<file path="config.mk">
export PLATFORM = sky130hd
export DESIGN_NAME = diagv2_run_ctrl_flat
export DESIGN_NICKNAME = d
export VERILOG_FILES = /design/src/rtl/diagv2_run_ctrl_pkg.sv /design/src/rtl/diagv2_run_ctrl_if.sv /design/src/rtl/diagv2_run_ctrl_timer.sv /design/src/rtl/diagv2_run_ctrl.sv /design/src/flat_wrapper.sv
export SDC_FILE = /design/constraint.sdc
export NUM_CORES = 1
export LEC_CHECK = 0
export BUFFER_PORTS_ARGS = -buffer_cell sky130_fd_sc_hd__buf_2
export CAP_MARGIN = 20
export CORE_ASPECT_RATIO = 0.5
export CORE_MARGIN = 2
export CORE_UTILIZATION = 35
export DETAILED_ROUTE_END_ITERATION = 7
export SKIP_CTS_REPAIR_TIMING = 1
export SLEW_MARGIN = 20
export SYNTH_ARGS = -nofsm -noshare
export SYNTH_HDL_FRONTEND = slang
export SYNTH_SLANG_ARGS = --single-unit
</file>
<file path="constraint.sdc">
create_clock -name clk -period 6.2 [get_ports clk]
set_input_delay 0.62 -clock clk [delete_from_list [all_inputs] [get_ports clk]]
set_output_delay 0.62 -clock clk [all_outputs]
set_load 0.05 [all_outputs]
</file>
<file path="src/rtl/diagv2_run_ctrl_pkg.sv">
// diagv2_run_ctrl_pkg: shared constants and FSM state encoding for the regression sequencer.
//   DATA_BUS_BITS : default width of the core status code (a0/x10)
//   state_t       : sequencer states IDLE, LOAD, RST, RUN, RECORD, DONE
package diagv2_run_ctrl_pkg;
    localparam int DATA_BUS_BITS = 32;
    typedef enum logic [2:0] {
        S_IDLE,
        S_LOAD,
        S_RST,
        S_RUN,
        S_RECORD,
        S_DONE
    } state_t;
endpackage

</file>
<file path="src/rtl/diagv2_run_ctrl_if.sv">
// diagv2_run_ctrl_if: loader handshake and core control bundle between sequencer and its peers.
//   load_req/load_idx/load_ack : req/ack handshake with the memory loader
//   core_reset/core_en         : reset and clock-enable driven into the core
//   ecall/status_code          : end-of-test indication and a0 value from the core
//   master = sequencer side, slave = loader/core side
interface diagv2_run_ctrl_if #(
    parameter int IDX_W  = 8,
    parameter int DATA_W = 32
) ();
    logic              load_req;
    logic [IDX_W-1:0]  load_idx;
    logic              load_ack;
    logic              core_reset;
    logic              core_en;
    logic              ecall;
    logic [DATA_W-1:0] status_code;
    modport master (
        output load_req, load_idx, core_reset, core_en,
        input  load_ack, ecall, status_code
    );
    modport slave (
        input  load_req, load_idx, core_reset, core_en,
        output load_ack, ecall, status_code
    );
endinterface

</file>
<file path="src/rtl/diagv2_run_ctrl_timer.sv">
// diagv2_run_timer: saturating run-cycle counter, reset-hold down-counter and watchdog expiry.
//   clk, reset   : clock, asynchronous active-high reset
//   clr, en      : clear / count-enable for run_cycles
//   hold_load    : preload the reset-hold counter with RESET_CYCLES-1
//   hold_dec     : decrement the reset-hold counter
//   hold_zero    : reset-hold counter has reached its final cycle
//   run_cycles   : cycles counted since the last clear, saturating
//   expired      : watchdog limit reached this cycle (DIAGV2_WATCHDOG_EN only, else 0)
module diagv2_run_timer #(
    parameter int TIMEOUT_W      = 20,
    parameter int TIMEOUT_CYCLES = 1000000,
    parameter int RESET_CYCLES   = 4
) (
    input  logic                 clk,
    input  logic                 reset,
    input  logic                 clr,
    input  logic                 en,
    input  logic                 hold_load,
    input  logic                 hold_dec,
    output logic                 hold_zero,
    output logic [TIMEOUT_W-1:0] run_cycles,
    output logic                 expired
);
    localparam int HW = $clog2(RESET_CYCLES + 1);
    logic [HW-1:0] hold;
    always_ff @(posedge clk or posedge reset) begin
        if (reset) begin
            run_cycles <= '0;
            hold       <= '0;
        end else begin
            run_cycles <= clr ? '0 : (en && run_cycles != '1) ? run_cycles + TIMEOUT_W'(1) : run_cycles;
            hold       <= hold_load ? HW'(RESET_CYCLES - 1) : (hold_dec && hold != '0) ? hold - HW'(1) : hold;
        end
    end
    assign hold_zero = hold == '0;
`ifdef DIAGV2_WATCHDOG_EN
    // run_cycles lags by one, so the compare fires during the TIMEOUT_CYCLES-th run cycle
    assign expired = en && run_cycles == TIMEOUT_W'(TIMEOUT_CYCLES - 1);
`else
    assign expired = 1'b0;
`endif
endmodule

</file>
<file path="src/rtl/diagv2_run_ctrl.sv">
// diagv2_run_ctrl: regression sequencer that loads, resets, runs and scores a list of core tests.
//   clk, reset          : clock, asynchronous active-high reset
//   start, num_tests    : begin a sequence of num_tests tests (sampled in IDLE/DONE)
//   bus (master)        : loader handshake and core reset/enable/ecall/status
//   busy, done          : sequence in progress / sequence complete
//   pass_cnt, fail_cnt  : scored tests
//   last_status         : status of the most recently scored test
//   timeout_seen        : sticky watchdog flag (DIAGV2_WATCHDOG_EN only, else 0)
//   run_cycles          : run cycles of the current/last test, saturating
module diagv2_run_ctrl import diagv2_run_ctrl_pkg::*; #(
    parameter int DATA_W         = DATA_BUS_BITS,
    parameter int IDX_W          = 8,
    parameter int RESET_CYCLES   = 4,
    parameter int TIMEOUT_W      = 20,
    parameter int TIMEOUT_CYCLES = 1000000
) (
    input  logic                 clk,
    input  logic                 reset,
    input  logic                 start,
    input  logic [IDX_W-1:0]     num_tests,
    diagv2_run_ctrl_if.master    bus,
    output logic                 busy,
    output logic                 done,
    output logic [IDX_W-1:0]     pass_cnt,
    output logic [IDX_W-1:0]     fail_cnt,
    output logic [DATA_W-1:0]    last_status,
    output logic                 timeout_seen,
    output logic [TIMEOUT_W-1:0] run_cycles
);
    state_t state, next;
    logic [IDX_W-1:0] count, idx;
    logic go, last, hold_zero, expired, in_run;
    assign go     = start && (state == S_IDLE || state == S_DONE);
    assign last   = idx + IDX_W'(1) == count;
    assign in_run = state == S_RUN;
    assign bus.load_idx = idx;
    diagv2_run_timer #(
        .TIMEOUT_W(TIMEOUT_W),
        .TIMEOUT_CYCLES(TIMEOUT_CYCLES),
        .RESET_CYCLES(RESET_CYCLES)
    ) u_timer (
        .clk(clk),
        .reset(reset),
        .clr(state == S_RST),
        .en(in_run),
        .hold_load(state == S_LOAD && bus.load_ack),
        .hold_dec(state == S_RST),
        .hold_zero(hold_zero),
        .run_cycles(run_cycles),
        .expired(expired)
    );
    always_ff @(posedge clk or posedge reset) begin
        if (reset) state <= S_IDLE;
        else state <= next;
    end
    always_comb begin
        next           = state;
        bus.load_req   = state == S_LOAD;
        bus.core_reset = state inside {S_IDLE, S_LOAD, S_RST, S_DONE};
        bus.core_en    = state inside {S_RST, S_RUN};
        busy           = !(state inside {S_IDLE, S_DONE});
        done           = state == S_DONE;
        case (state)
            S_IDLE, S_DONE: next = go ? (num_tests == '0 ? S_DONE : S_LOAD) : state;
            S_LOAD:         next = bus.load_ack ? S_RST : S_LOAD;
            S_RST:          next = hold_zero ? S_RUN : S_RST;
            S_RUN:          next = (bus.ecall || expired) ? S_RECORD : S_RUN;
            S_RECORD:       next = last ? S_DONE : S_LOAD;
            default:        next = S_IDLE;
        endcase
    end
    // ecall takes priority over a same-cycle watchdog expiry
    always_ff @(posedge clk or posedge reset) begin
        if (reset) begin
            count       <= '0;
            idx         <= '0;
            pass_cnt    <= '0;
            fail_cnt    <= '0;
            last_status <= '0;
        end else if (go) begin
            count    <= num_tests;
            idx      <= '0;
            pass_cnt <= '0;
            fail_cnt <= '0;
        end else if (in_run && bus.ecall) begin
            last_status <= bus.status_code;
            pass_cnt    <= bus.status_code == '0 ? pass_cnt + IDX_W'(1) : pass_cnt;
            fail_cnt    <= bus.status_code != '0 ? fail_cnt + IDX_W'(1) : fail_cnt;
        end else if (in_run && expired) begin
            last_status <= '1;
            fail_cnt    <= fail_cnt + IDX_W'(1);
        end else if (state == S_RECORD && !last) begin
            idx <= idx + IDX_W'(1);
        end
    end
`ifdef DIAGV2_WATCHDOG_EN
    always_ff @(posedge clk or posedge reset) begin
        if (reset) timeout_seen <= 1'b0;
        else if (go) timeout_seen <= 1'b0;
        else if (in_run && expired && !bus.ecall) timeout_seen <= 1'b1;
    end
`else
    assign timeout_seen = 1'b0;
`endif
endmodule

</file>
<file path="src/flat_wrapper.sv">
// flat-port wrapper written by rule: the top's interface ports become plain ports
module diagv2_run_ctrl_flat import diagv2_run_ctrl_pkg::*;
#(
    parameter int DATA_W         = DATA_BUS_BITS,
    parameter int IDX_W          = 8,
    parameter int RESET_CYCLES   = 4,
    parameter int TIMEOUT_W      = 20,
    parameter int TIMEOUT_CYCLES = 1000000
)
  (clk, reset, start, num_tests, busy, done, pass_cnt, fail_cnt, last_status, timeout_seen, run_cycles, bus_load_req, bus_load_idx, bus_core_reset, bus_core_en, bus_load_ack, bus_ecall, bus_status_code);
  diagv2_run_ctrl_if #(.IDX_W(IDX_W), .DATA_W(DATA_W)) bus_i ();
  input  logic clk;
  input  logic reset;
  input  logic start;
  input  logic [IDX_W-1:0] num_tests;
  output logic busy;
  output logic done;
  output logic [IDX_W-1:0] pass_cnt;
  output logic [IDX_W-1:0] fail_cnt;
  output logic [DATA_W-1:0] last_status;
  output logic timeout_seen;
  output logic [TIMEOUT_W-1:0] run_cycles;
  output wire logic [$bits(bus_i.load_req)-1:0] bus_load_req;
  output wire logic [$bits(bus_i.load_idx)-1:0] bus_load_idx;
  output wire logic [$bits(bus_i.core_reset)-1:0] bus_core_reset;
  output wire logic [$bits(bus_i.core_en)-1:0] bus_core_en;
  input wire logic [$bits(bus_i.load_ack)-1:0] bus_load_ack;
  input wire logic [$bits(bus_i.ecall)-1:0] bus_ecall;
  input wire logic [$bits(bus_i.status_code)-1:0] bus_status_code;
  assign bus_load_req = bus_i.load_req;
  assign bus_load_idx = bus_i.load_idx;
  assign bus_core_reset = bus_i.core_reset;
  assign bus_core_en = bus_i.core_en;
  assign bus_i.load_ack = bus_load_ack;
  assign bus_i.ecall = bus_ecall;
  assign bus_i.status_code = bus_status_code;
  diagv2_run_ctrl #(.DATA_W(DATA_W), .IDX_W(IDX_W), .RESET_CYCLES(RESET_CYCLES), .TIMEOUT_W(TIMEOUT_W), .TIMEOUT_CYCLES(TIMEOUT_CYCLES)) u_core (.clk(clk), .reset(reset), .start(start), .num_tests(num_tests), .bus(bus_i), .busy(busy), .done(done), .pass_cnt(pass_cnt), .fail_cnt(fail_cnt), .last_status(last_status), .timeout_seen(timeout_seen), .run_cycles(run_cycles));
endmodule
</file>
==> summary.txt <==
Run status
  • Run status: completed

Clock tree
  • Clock buffer depth: 2
  • Worst-path clk slew: 0.07 ns
  • TritonCTS clock tree: done
  • CTS root buffer: clkbuf_16
  • Worst-Skew Late Latency: 0.33 ns
  • CTS Sinks: 90
  • CTS Buf Count: 9
  • H-tree Lvls: 3

Synthesis
  • Post-synthesis xor/xnor area fraction: 7.350%
  • Synthesized area: 4613 µm²
  • Adder-Cell Fraction of Synth Area: 1.627%
  • Ys flop type: dfrtp_1
  • Gate Count Post-Synth: 444
  • #FFs+latches synth: 90
  • Avg Synthesized Cell Area: 10.39 µm²
  • YS warnings: 0
  • Mapped Nets: 495
  • Ys async rst share: 100.0%
  • Compound-Gate Fraction of Synth Area: 8.977%
  • Largest family of logic cells by synthesized area: simple AND/OR/NAND/NOR gates
  • Simple-gate portion of the synthesized area: 20.88%
  • Post-synth EDFFs: 0
  • Netlist cell types: 62
  • Sequential fraction of the synthesis area: 48.82%
  • Multiplexer share of the synthesized area: 8.679%

Die
  • Die ar.: 14170 µm²
  • Starting density of the core: 36.12%
  • Row Count: 29
  • Core area: 12770 µm²
  • IO Pins: 127
  • Horiz. Die Dim: 166.4 µm
  • Die height: 85.18 µm

Power and ir drop
  • Sw Share: 44.73%
  • Net Switching: 1155 µW
  • Clk network pwr share: 22.8%
  • Max rail drop VDD: 0.2018 mV
  • Sequential power share: 34.0%
  • Pwr per Cell Area: 454.5 nW/µm²
  • Gate power share: 43.2%
  • Leak: 0.002698 µW
  • Internal: 1427 µW

Routing
  • Via count: 3708
  • Post-route DRC violation count: 0
  • Routed len/inst: 15.15 µm
  • Post-route ant nets: 0
  • DR pass1 iterations: 4
  • Vias/cell: 5.031
  • DRT iter0 DRCs: 218
  • Final WL: 11160 µm

Worst setup path
  • CP max FO: 35
  • Worst setup SP type: flop
  • Kind of critical path: flop to flop
  • Worst EP required: 6.39 ns
  • Kind of end point of the critical path: flop
  • Arrival time at the worst endpoint: 2.72 ns
  • Critical-path top delay cell: dfrtp_1
  • Crit-path cells: and3b_1 -> nand2_2 -> nor3_4 -> nand4_1 -> xor2_1 -> nor2_1
  • Worst path max stage delay: 0.64 ns

Timing
  • Fmax: 394.7 MHz
  • RSZ-0062 raised after global routing: false
  • Hold Vio Cnt, Final: 0
  • Setup TNS: 0 ns
  • Tmin final: 2.533 ns
  • Final Slew Violations: 0
  • Final count of negative-setup-slack endpoints: 0
  • Final Cycle Share: 40.86%
  • Final clock skew: 0.01069 ns
  • Worst Max-Slew Pin Slew: 0.8471 ns
  • Slew HR: 43.32%

Global routing
  • Pin count of the biggest net entering global routing: 59
  • Total track usage: 16.09%
  • GR Overflow Total: 0
  • Vias in the first global route: 3606
  • First-pass GRT wire length: 18500 µm
  • Initial antenna violation count: 0

Placed design
  • Placer Congestion: 0.7709
  • Port Buf Inserts: 125
  • DP HPWL: 8042 µm
  • Cell Area, Placed: 5363 µm²

Finish
  • # fillers: 1241
  • Post-route cell area: 5682 µm²
  • Final Util: 44.48%
  • Final #Nets: 613
  • Share of cells above drive strength 1: 35.45%
  • ANT cells: 0
  • Area added between synthesis and finish: 23.16%

Min path
  • Hold Crit Class: input pin to async pin

Job
  • Max Cap Viol: 0
==> final timing paths <==
path / start / endpoint / slack (ns) / cells after the start
max in group asynchronous: reset / u_core.u_timer.run_cycles[1] / 4.68 / 3
max reg2reg: u_core.state[0] / u_core.pass_cnt[7] / 3.67 / 6
max: u_core.state[0] / u_core.pass_cnt[7] / 3.67 / 6
min in group clk: num_tests[3] / u_core.count[3] / 0.49 / 3
min reg2reg: u_core.last_status[8] / u_core.last_status[8] / 0.50 / 1
min: reset / u_core.last_status[23] / 0.32 / 2
==> registers in the layout, summed over array words and instances (netlist names) <==
signal / count
u_core.u_timer.run_cycles: 20
u_core.last_status: 32
u_core.fail_cnt: 8
u_core.u_timer.hold: 3
u_core.pass_cnt: 8
u_core.bus.load_idx: 8
u_core.count: 8
u_core.state: 3
==> final cells by class <==
class / count / area, µm² / share of cell area [%]
clock inverter: 6 / 90.09 / 1.586
sequential: 90 / 2252 / 39.64
multi-input combinational: 319 / 2196 / 38.65
inverter: 14 / 53.80 / 0.9469
clock buffer: 10 / 229.0 / 4.030
timing repair buffer: 128 / 648.1 / 11.41
tap: 170 / 212.7 / 3.744
==> synthesized netlist by cell type, drive strengths merged (2+ instances only) <==
| cell type | instances | area, µm² |
|---|---|---|
| clkbuf | 7 | 26.28 |
| ha | 6 | 75.07 |
| nor4 | 11 | 75.07 |
| and4 | 7 | 66.31 |
| a31o | 6 | 52.55 |
| a221oi | 5 | 68.82 |
| o21ai | 15 | 75.07 |
| mux2i | 4 | 40.04 |
| and2 | 2 | 12.51 |
| xnor2 | 20 | 175.2 |
| buf | 14 | 86.32 |
| mux2 | 32 | 360.4 |
| nand2 | 54 | 205.2 |
| xor2 | 16 | 140.1 |
| nor3 | 9 | 61.31 |
| and3 | 5 | 31.28 |
| a21o | 2 | 17.52 |
| nor2b | 2 | 12.51 |
| o211ai | 2 | 20.02 |
| nor2 | 37 | 141.4 |
| nand4 | 18 | 118.9 |
| inv | 14 | 52.55 |
| a211oi | 3 | 27.52 |
| or2 | 3 | 18.77 |
| nand2b | 5 | 31.28 |
| or3 | 8 | 50.05 |
| dfrtp | 90 | 2252 |
| nand3 | 18 | 95.09 |
| a21oi | 12 | 60.06 |
==> critical path, delay by kind of cell (launching register included) <==
kind / cells / cell delay (ns)
xor+xnor: 1 / 0.17
simple gates: 5 / 1.58
flops: 1 / 0.64
==> stage by stage <==
stage / power [µW] / setup WS [ns] / std cells / hold WS, ns
6_report: 2582 / 3.667 / 737 / 0.3220
5_1_grt: 2724 / 3.374 / 737 / 0.3668
4_1_cts: 2611 / 3.667 / 737 / 0.3398
3_5_place_dp: 2016 / 3.659 / 721 / 0.4871
3_3_place_gp: 2003 / 3.744 / 721 / 0.4839
2_1_floorplan: 1748 / 3.245 / 444 / 0.4655
==> per-layer routing <==
layer / track usage [%] / up-vias / routed length (µm)
met5: 0 / - / 0
met4: 4.310 / 0 / 130
met3: 3.358 / 11 / 393
met2: 26.33 / 72 / 5213
met1: 21.98 / 1815 / 5427
li1: - / 1810 / -
==> kinds of logic after synthesis <==
group,after synthesis
other,1
muxes,36
and+or+nand+nor,184
AOI/OAI and AO/OA,55
DFF,90
buffers and inverters,35
adders and majority gates,6
xor gates and xnor gates,37
==> cells in the final DEF (no fill, tap or decap), types with 3 or more instances in the layout <==
master / instances
buf_2: 125
xor2_1: 16
a21oi_1: 12
mux2_2: 32
o21ai_0: 14
nor3_1: 7
or3_1: 8
nand2_1: 53
ha_1: 6
dfrtp_1: 90
nor2_1: 36
buf_4: 3
nand4_1: 17
or2_2: 3
xnor2_1: 20
mux2i_1: 4
nand2b_1: 5
clkbuf_16: 9
a221oi_2: 4
a31o_1: 5
inv_1: 13
and3_1: 5
nand3_1: 17
nor4_1: 10
and4_1: 5
==> power groups by stage <==
stage,combinational [µW],clock [µW],sequential [µW]
6_report,1120,589,878
5_1_grt,1190,627,906
4_1_cts,1130,603,878
3_5_place_dp,1130,0,888
3_3_place_gp,1120,0,883
2_1_floorplan,454,0,1290
Note: power is estimated with default switching activity, not from simulation.
